### src/rtl/fpadd_operand_issue.sv
// ---------------------------------------------------------------------------
// fpadd_operand_issue
//
// Operand issue and result-tracking stage in front of a pipelined FP32 adder.
// Operand pairs arrive over a valid/ready handshake into a DEPTH-entry FIFO,
// are issued at most one per cycle onto op_a/op_b (the adder's reg_A/reg_B),
// and a LAT-deep valid/tag/flag pipe runs alongside the adder so its
// valid-less `out` comes back as a tagged, valid-qualified result stream.
//
// Optional feature macro: FPADD_CLASSIFY_EN
//   defined   : operands with exponent 8'h00 or 8'hFF are flagged as special,
//               flags ride with the tag, spec_cnt counts special pairs issued
//               (saturating at 16'hFFFF).
//   undefined : no classification logic; res_flags = 0, spec_cnt = 0.
//
// Ports
//   clk        in   single clock, rising edge
//   reset      in   asynchronous reset, active low (0 = reset)
//   in_valid   in   operand pair offered
//   in_ready   out  FIFO not full (combinational)
//   in_a/in_b  in   FP32 operands
//   in_tag     in   user tag (TAG_W)
//   issue_en   in   issue gate; 0 stalls issue while the FIFO still fills
//   op_a/op_b  out  registered operands to the adder
//   add_out    in   adder result
//   res_valid  out  one-cycle pulse per result
//   res_data   out  add_out when res_valid, else 0
//   res_tag    out  tag of the result
//   res_flags  out  {A special, B special}
//   spec_cnt   out  saturating count of special pairs issued
//   busy       out  FIFO non-empty or any pipe stage valid
// ---------------------------------------------------------------------------
module fpadd_operand_issue #(
    parameter int DEPTH = 4,
    parameter int TAG_W = 4,
    parameter int LAT   = 2
) (
    input  logic             clk,
    input  logic             reset,
    input  logic             in_valid,
    output logic             in_ready,
    input  logic [31:0]      in_a,
    input  logic [31:0]      in_b,
    input  logic [TAG_W-1:0] in_tag,
    input  logic             issue_en,
    output logic [31:0]      op_a,
    output logic [31:0]      op_b,
    input  logic [31:0]      add_out,
    output logic             res_valid,
    output logic [31:0]      res_data,
    output logic [TAG_W-1:0] res_tag,
    output logic [1:0]       res_flags,
    output logic [15:0]      spec_cnt,
    output logic             busy
);

    localparam int AW = $clog2(DEPTH);
    localparam logic [AW:0] PTR_ONE = {{AW{1'b0}}, 1'b1};

    // FIFO storage and pointers (extra MSB separates full from empty)
    logic [31:0]      mem_a_q   [DEPTH];
    logic [31:0]      mem_b_q   [DEPTH];
    logic [TAG_W-1:0] mem_tag_q [DEPTH];

    logic [AW:0] wr_ptr_q, wr_ptr_d;
    logic [AW:0] rd_ptr_q, rd_ptr_d;
    logic        empty, full, push, pop;

    logic [31:0]      head_a, head_b;
    logic [TAG_W-1:0] head_tag;
    logic [1:0]       head_flags;

    logic [31:0] op_a_q, op_a_d;
    logic [31:0] op_b_q, op_b_d;

    // Result-tracking pipe, shifted every edge because the adder never stalls
    logic [LAT-1:0]   v_q, v_d;
    logic [TAG_W-1:0] tag_q  [LAT];
    logic [TAG_W-1:0] tag_d  [LAT];
    logic [1:0]       flag_q [LAT];
    logic [1:0]       flag_d [LAT];

    assign empty = (wr_ptr_q == rd_ptr_q);
    assign full  = (wr_ptr_q[AW] != rd_ptr_q[AW]) &&
                   (wr_ptr_q[AW-1:0] == rd_ptr_q[AW-1:0]);

    assign in_ready = !full;
    assign push     = in_valid && !full;
    assign pop      = !empty && issue_en;

    assign head_a   = mem_a_q[rd_ptr_q[AW-1:0]];
    assign head_b   = mem_b_q[rd_ptr_q[AW-1:0]];
    assign head_tag = mem_tag_q[rd_ptr_q[AW-1:0]];

`ifdef FPADD_CLASSIFY_EN
    logic        a_spec, b_spec;
    logic [15:0] spec_cnt_q, spec_cnt_d;

    assign a_spec     = (head_a[30:23] == 8'h00) || (head_a[30:23] == 8'hFF);
    assign b_spec     = (head_b[30:23] == 8'h00) || (head_b[30:23] == 8'hFF);
    assign head_flags = {a_spec, b_spec};

    always_comb begin
        spec_cnt_d = spec_cnt_q;
        if (pop && (|head_flags) && (spec_cnt_q != 16'hFFFF)) begin
            spec_cnt_d = spec_cnt_q + 16'd1;
        end
    end

    always_ff @(posedge clk or negedge reset) begin
        if (!reset) begin
            spec_cnt_q <= 16'h0000;
        end else begin
            spec_cnt_q <= spec_cnt_d;
        end
    end

    assign spec_cnt = spec_cnt_q;
`else
    assign head_flags = 2'b00;
    assign spec_cnt   = 16'h0000;
`endif

    always_comb begin
        wr_ptr_d = wr_ptr_q;
        rd_ptr_d = rd_ptr_q;
        op_a_d   = op_a_q;
        op_b_d   = op_b_q;
        if (push) begin
            wr_ptr_d = wr_ptr_q + PTR_ONE;
        end
        if (pop) begin
            rd_ptr_d = rd_ptr_q + PTR_ONE;
            op_a_d   = head_a;
            op_b_d   = head_b;
        end
    end

    always_comb begin
        v_d       = '0;
        v_d[0]    = pop;
        tag_d[0]  = pop ? head_tag : '0;
        flag_d[0] = pop ? head_flags : 2'b00;
        for (int i = 1; i < LAT; i++) begin
            v_d[i]    = v_q[i-1];
            tag_d[i]  = tag_q[i-1];
            flag_d[i] = flag_q[i-1];
        end
    end

    // Storage carries no reset: entries are only read behind a valid pointer
    always_ff @(posedge clk) begin
        if (push) begin
            mem_a_q[wr_ptr_q[AW-1:0]]   <= in_a;
            mem_b_q[wr_ptr_q[AW-1:0]]   <= in_b;
            mem_tag_q[wr_ptr_q[AW-1:0]] <= in_tag;
        end
    end

    always_ff @(posedge clk or negedge reset) begin
        if (!reset) begin
            wr_ptr_q <= '0;
            rd_ptr_q <= '0;
            op_a_q   <= 32'h0000_0000;
            op_b_q   <= 32'h0000_0000;
            v_q      <= '0;
            for (int i = 0; i < LAT; i++) begin
                tag_q[i]  <= '0;
                flag_q[i] <= 2'b00;
            end
        end else begin
            wr_ptr_q <= wr_ptr_d;
            rd_ptr_q <= rd_ptr_d;
            op_a_q   <= op_a_d;
            op_b_q   <= op_b_d;
            v_q      <= v_d;
            for (int i = 0; i < LAT; i++) begin
                tag_q[i]  <= tag_d[i];
                flag_q[i] <= flag_d[i];
            end
        end
    end

    assign op_a      = op_a_q;
    assign op_b      = op_b_q;
    assign res_valid = v_q[LAT-1];
    assign res_tag   = tag_q[LAT-1];
    assign res_flags = flag_q[LAT-1];
    assign res_data  = res_valid ? add_out : 32'h0000_0000;
    assign busy      = !empty || (|v_q);

endmodule
### config.mk
export PLATFORM = sky130hd
export DESIGN_NAME = fpadd_operand_issue
export DESIGN_NICKNAME = d
export VERILOG_FILES = /design/src/rtl/fpadd_operand_issue.sv
export SDC_FILE = /design/constraint.sdc
export NUM_CORES = 1
export LEC_CHECK = 0
export BUFFER_PORTS_ARGS = -buffer_cell sky130_fd_sc_hd__buf_2
export CAP_MARGIN = 15
export CELL_PAD_IN_SITES_DETAIL_PLACEMENT = 0
export CELL_PAD_IN_SITES_GLOBAL_PLACEMENT = 1
export CORE_AREA = 3 3 170 172
export DETAILED_ROUTE_END_ITERATION = 10
export DIE_AREA = 0 0 173 175
export HOLD_SLACK_MARGIN = 0.08
export PLACE_DENSITY = 0.8
export SETUP_SLACK_MARGIN = 0.15
export SLEW_MARGIN = 5
export SYNTH_ARGS = -nofsm -noshare
export SYNTH_HDL_FRONTEND = slang
export SYNTH_SLANG_ARGS = --single-unit
### constraint.sdc
create_clock -name clk -period 6 [get_ports clk]
set_clock_uncertainty 0.1 [all_clocks]
set_input_delay 1.2 -clock clk [delete_from_list [all_inputs] [get_ports clk]]
set_output_delay 1.2 -clock clk [all_outputs]
set_load 0.05 [all_outputs]
==> out/metrics.yaml, run 1 <==
sta:
  setup_viol: 0
  finalCritPeriodShare: 0.668
  slew_headroom: 0.281
  fin_tns_setup_ns: 0
  timing.hold.ws_ns: 0.247
  worstMarginPinSlew_ns: 1.08
  rsz0062_at_grt: "false"
  fmax_ghz: 0.250
  hold_violations: 0
  slew_viol_final: 0
  period_needed_ns: 4.01
floorplanning:
  io_pins: 225
  core_area_um2: 27600
  initial_core_util: 0.477
  rows: 61
  fp.dieW_um: 173
  die_y_um: 175
  dieArea_um2: 30300
drt:
  ant_nets: 0
  wl_per_cell_um: 20.2
  drt-pass1-iter-count: 4
  postRouteWirelength_um: 24700
  via_count: 6267
  drtIter0Drc: 407
  avgViaCountPerCell: 5.11
  drc: 0
cts:
  clk_latency_ns: 0.51
  cts_setup_buffers: 0
  cts_tree: "yes"
  clock_path_buffers: 3
  cts.clk_slew.worst_paths_ns: 0.06
  root_buffer: "clkbuf_16"
  numCtsBuffers: 36
  cts_resized: 0
  cts.htree.levels: 2
  ctsHoldBuffers: 0
  cts_sinks: 352
synth:
  synthXorXnorAreaFrac: 0.00664
  yosysWarnings: 0
  syn_area_per_cell_um2: 22.1
  synth_fa_ha_area_frac: 0.00474
  synth_compound_area_frac: 0.00322
  ys_seq_area_frac: 0.771
  synth_cells: 597
  syn_area_um2: 13200
  synth.distinct_cells: 22
  synth_mux_area_frac: 0.172
  ys_ff_latch: 352
  synth_top_family_by_area: "multiplexers"
  synth-simple-area-share: 0.0203
global_route:
  grt_use_total: 0.165
  grt_pass1_vias: 6727
  grt_max_degree: 73
  antenna_found_initial: 4
  grt_pass1_wl_um: 38600
  overflow: 0
critical_path:
  crit_type: "flop to output port"
  ff2ff_path_depth: 4
  startpoint_type: "flop"
  cp-end-kind: "output port"
  arrival_ns: 2.71
  r2r_end: "mem_b_q[0][19]"
  cp.required_ns: 4.70
  crit_path_end: "busy"
  rr_startpoint: "rd_ptr_q[1]"
  r2r_slack_ns: 2.66
  crit_fanout: 72
  crit_path_start: "rd_ptr_q[1]"
status:
  outcome: "finished clean"
final_layout:
  fillCellCount: 2079
  layout_common_cells: "272 x edfxtp_1, 205 x buf_2, 78 x dfrtp_1"
  fin_area_um2: 15700
  layout_commonest_cell: "edfxtp_1"
  area_growth_pct: 19.3
  postLayoutCoreUtil: 0.570
  layout.nets: 929
  drive_gt1_frac: 0.472
hold_path:
  hold_path.class: "flop to flop"
place:
  dpl_cell_area_um2: 14600
  place.port_buffers: 206
  gp_congestion: 0.749
  dpl.hpwl_um: 15000
run:
  max-cap-violations: 0
pwr:
  ir_drop_v: 0.000323
  power.leakage_nw: 5.85
  power.total_mw: 9.11
  p_per_area_nw_per_um2: 579
## worst min path at each step
stage               slack, ns  depth (start not counted)         end     start
floorplan                0.23                          0  res_tag[0]  tag_d[0]
global placement         0.23                          0  res_tag[3]  tag_d[3]
detailed placement       0.24                          0  res_tag[1]  tag_d[1]
CTS                      0.25                          0  res_tag[1]  tag_d[1]
global route             0.25                          0  res_tag[0]  tag_d[0]
finish                   0.25                          0  res_tag[2]  tag_d[2]
## registers in the layout, summed over array words and instances (netlist names)
| name | flops |
|---|---|
| mem_a_q | 128 |
| mem_b_q | 128 |
| mem_tag_q | 16 |
| op_a | 32 |
| op_b | 32 |
| rd_ptr_q | 3 |
| res_tag | 4 |
| tag_d | 4 |
| v_q | 2 |
| wr_ptr_q | 3 |
## routing by layer
layer  share of wire  GRT usage
met1            0.41      0.211
met2            0.51      0.285
met3           0.063     0.0389
met4           0.019     0.0473
met5         0.00085          0
## layout make-up
type	count	area [um2]	area share
timing repair buffer	212	1090	0.0693
sequential	352	10200	0.647
tap	378	473	0.0301
antenna	1	2.50	0.000159
multi-input combinational	215	2830	0.180
clock inverter	17	173	0.0110
clock buffer	48	986	0.0626
inverter	3	11.3	0.000715
## cell families (layout without fill, tap and decap cells)
| group | after synthesis | in the layout |
|---|---|---|
| flip-flops | 352 | 352 |
| multiplexers | 134 | 134 |
| buffers and inverters | 47 | 280 |
| AND/OR/NAND/NOR | 44 | 44 |
| XOR/XNOR | 10 | 10 |
| adder cells (fa/ha/maj) | 5 | 5 |
| AO/OA/AOI/OAI | 4 | 4 |
| other | 1 | 19 |
## critical path: stages (launching register included)
cell,delay [ns]
dfrtp_4,1.11
xnor2_1,0.32
nand3_1,0.21
or3_1,0.33
buf_2,0.22
## report_power, final
group	internal (mW)	total (mW)	switching, mW
sequential	3.40	3.81	0.411
combinational	1.14	3.14	1.99
clock	1.29	2.17	0.878
## synth_stat cells (all sizes together)
library cell / number / area share
or3: 1 / 0.00047
nand3: 2 / 0.00076
edfxtp: 272 / 0.62
o31ai: 1 / 0.0016
a31oi: 2 / 0.00095
xor2: 5 / 0.0033
nor2b: 4 / 0.0019
o31a: 1 / 0.00066
nand2: 2 / 0.00057
ha: 5 / 0.0047
mux4: 68 / 0.12
dfrtp: 80 / 0.15
and2: 35 / 0.017
clkbuf: 8 / 0.0023
buf: 36 / 0.018
inv: 3 / 0.00085
mux2: 66 / 0.056
conb: 1 / 0.00028
xnor2: 5 / 0.0033
## stage by stage
stage          std cells  worst slack (ns)
3_3_place_gp        1160              2.45
4_1_cts             1225              1.90
6_report            1226              1.99
5_1_grt             1226              1.81
3_5_place_dp        1160              2.44
2_1_floorplan        614             0.622
Note: power is estimated with default switching activity, not from simulation.
==> inputs of run 2 (changes only) <==
clock period = 3.9 ns   (was 6 ns; I/O delays follow)
==> out/metrics.yaml, run 2 (synthesis results as in run 1) <==
status:
  outcome: "finished clean"
hold_path:
  hold_path.class: "flop to flop"
  hold_path.startpoint: "tag_d[2]"
sta:
  slew_viol_final: 0  # unchanged
  slew_headroom: 0.364  # +0.0831
  period_needed_ns: 3.35
  setup_viol: 0  # unchanged
  fin_tns_setup_ns: 0  # unchanged
  fmax_ghz: 0.299
  hold_violations: 0  # unchanged
  finalCritPeriodShare: 0.859
  worstMarginPinSlew_ns: 0.954  # -0.125 ns
  fin_ws_ns: 0.551  # -1.44 ns
  rsz0062_at_grt: "false"
drt:
  wl_per_cell_um: 20.3  # +0.65%
  drtIter0Drc: 362  # -11%
  drc: 0  # unchanged
  drt-pass1-iter-count: 4  # unchanged
  via_count: 6354  # +1.4%
  postRouteWirelength_um: 25000  # +1.2%
  avgViaCountPerCell: 5.15  # +0.81%
  ant_nets: 0  # unchanged
place:
  place.port_buffers: 206  # unchanged
  dpl.hpwl_um: 14900  # -0.95%
  gp_congestion: 0.753  # +0.48%
  dpl_cell_area_um2: 14600  # +0.43%
  pre_cts_slack_ns: 0.988  # -1.45 ns
cts:
  numCtsBuffers: 37  # +2.8%
  clock_path_buffers: 3  # unchanged
  cts_sinks: 352  # unchanged
  cts.clk_slew.worst_paths_ns: 0.06  # about the same
  cts_setup_buffers: 0  # unchanged
  cts_resized: 0  # unchanged
  cts.htree.levels: 2  # unchanged
  cts_tree: "yes"
  root_buffer: "clkbuf_16"
  clk_latency_ns: 0.50  # about the same
  ctsHoldBuffers: 0  # unchanged
final_layout:
  layout_commonest_cell: "edfxtp_1"
  drive_gt1_frac: 0.476  # +0.00377
  fin_area_um2: 15900  # +0.83%
  layout_common_cells: "272 x edfxtp_1, 205 x buf_2, 78 x dfrtp_1"
  n_antenna_cell: 0  # -1
  layout.nets: 936  # +0.75%
  fillCellCount: 2100  # +1.0%
  area_growth_pct: 20.3
critical_path:
  arrival_ns: 2.47  # -0.24 ns
  critPathMaxStageDelay_ns: 0.66  # -0.45 ns
  crit_path_start: "rd_ptr_q[0]"
  path_depth: 4  # unchanged
  cp-end-kind: "output port"
  ff2ff_path_depth: 4  # unchanged
  crit_chain: "xnor2_1, nand3_1, or3_1, buf_2"
  crit_buf_inv: 1  # unchanged
  crit_path_end: "busy"
  rr_startpoint: "rd_ptr_q[0]"
  cp_slowest_cell: "dfrtp_4"
  crit_fanout: 23  # -68%
  r2r_end: "mem_b_q[1][29]"
  path_delay_family: "flip-flops"
  r2r_slack_ns: 1.13  # -1.53 ns
  crit_type: "flop to output port"
  startpoint_type: "flop"
  cp.required_ns: 3.02  # -1.68 ns
pwr:
  ir_drop_v: 0.000567  # +76%
  power.total_mw: 14.2  # +56%
  p_per_area_nw_per_um2: 894  # +54%
  power.leakage_nw: 5.92  # +1.2%
global_route:
  grt_use_total: 0.167  # +0.00214
  grt_pass1_vias: 6828  # +1.5%
  grt_pass1_wl_um: 38900  # +0.82%
  overflow: 0  # unchanged
  antenna_found_initial: 4  # unchanged
  grt_max_degree: 69  # -5.5%
floorplanning:
  die_y_um: 175  # unchanged
  core_area_um2: 27600  # unchanged
  rows: 61  # unchanged
  io_pins: 225  # unchanged
  dieArea_um2: 30300  # unchanged
  fp.dieW_um: 173  # unchanged
  initial_core_util: 0.477  # unchanged
run:
  max-cap-violations: 0  # unchanged
-- run 2: cell count changes in the layout (fill, tap and decap cells not counted), sizes merged --
cell / delta
clkbuf: +8
buf: +6
clkinv: -5
bufinv: -1
clkinvlp: -1
diode: -1
inv: +1
-- run 2: routing by layer --
metal	up-vias	wire length, um	global-route usage
met4	8	365	0.0419
met2	231	12800	0.291
met5	-	50	0
li1	2801	-	-
met1	3275	10100	0.209
met3	39	1700	0.0452
-- run 2: worst min-delay path by stage --
stage / endpoint / slack [ns] / cells after the start
finish: res_tag[2] / 0.25 / 0
global route: res_tag[2] / 0.25 / 0
CTS: res_tag[2] / 0.25 / 0
detailed placement: res_tag[2] / 0.24 / 0
global placement: res_tag[3] / 0.23 / 0
floorplan: res_tag[0] / 0.23 / 0
-- run 2: cell type report --
class | count | area (um2) | area share
inverters | 3 | 11.3 | 0.000710
well taps | 378 | 473 | 0.0298
clock buffers | 56 | 1090 | 0.0687
flip-flops and latches | 352 | 10200 | 0.641
clock inverters | 11 | 111 | 0.00702
multi-input cells | 215 | 2830 | 0.178
repair buffers | 218 | 1180 | 0.0744
-- run 2: report_power, final --
part	internal (mW)	leakage [nW]	switching, mW
clock network	2.07	0.593	1.34
registers	5.22	3.44	0.450
logic	1.81	1.89	3.29
-- run 2: metrics by stage --
| step | cells | utilization | hold WS [ns] |
|---|---|---|---|
| after detailed placement | 1165 | 0.530 | 0.236 |
| after CTS | 1232 | 0.573 | 0.249 |
| after global routing | 1233 | 0.574 | 0.252 |
| after floorplan | 614 | - | 0.231 |
| final | 1233 | 0.574 | 0.247 |
| after global placement | 1165 | 0.530 | 0.234 |
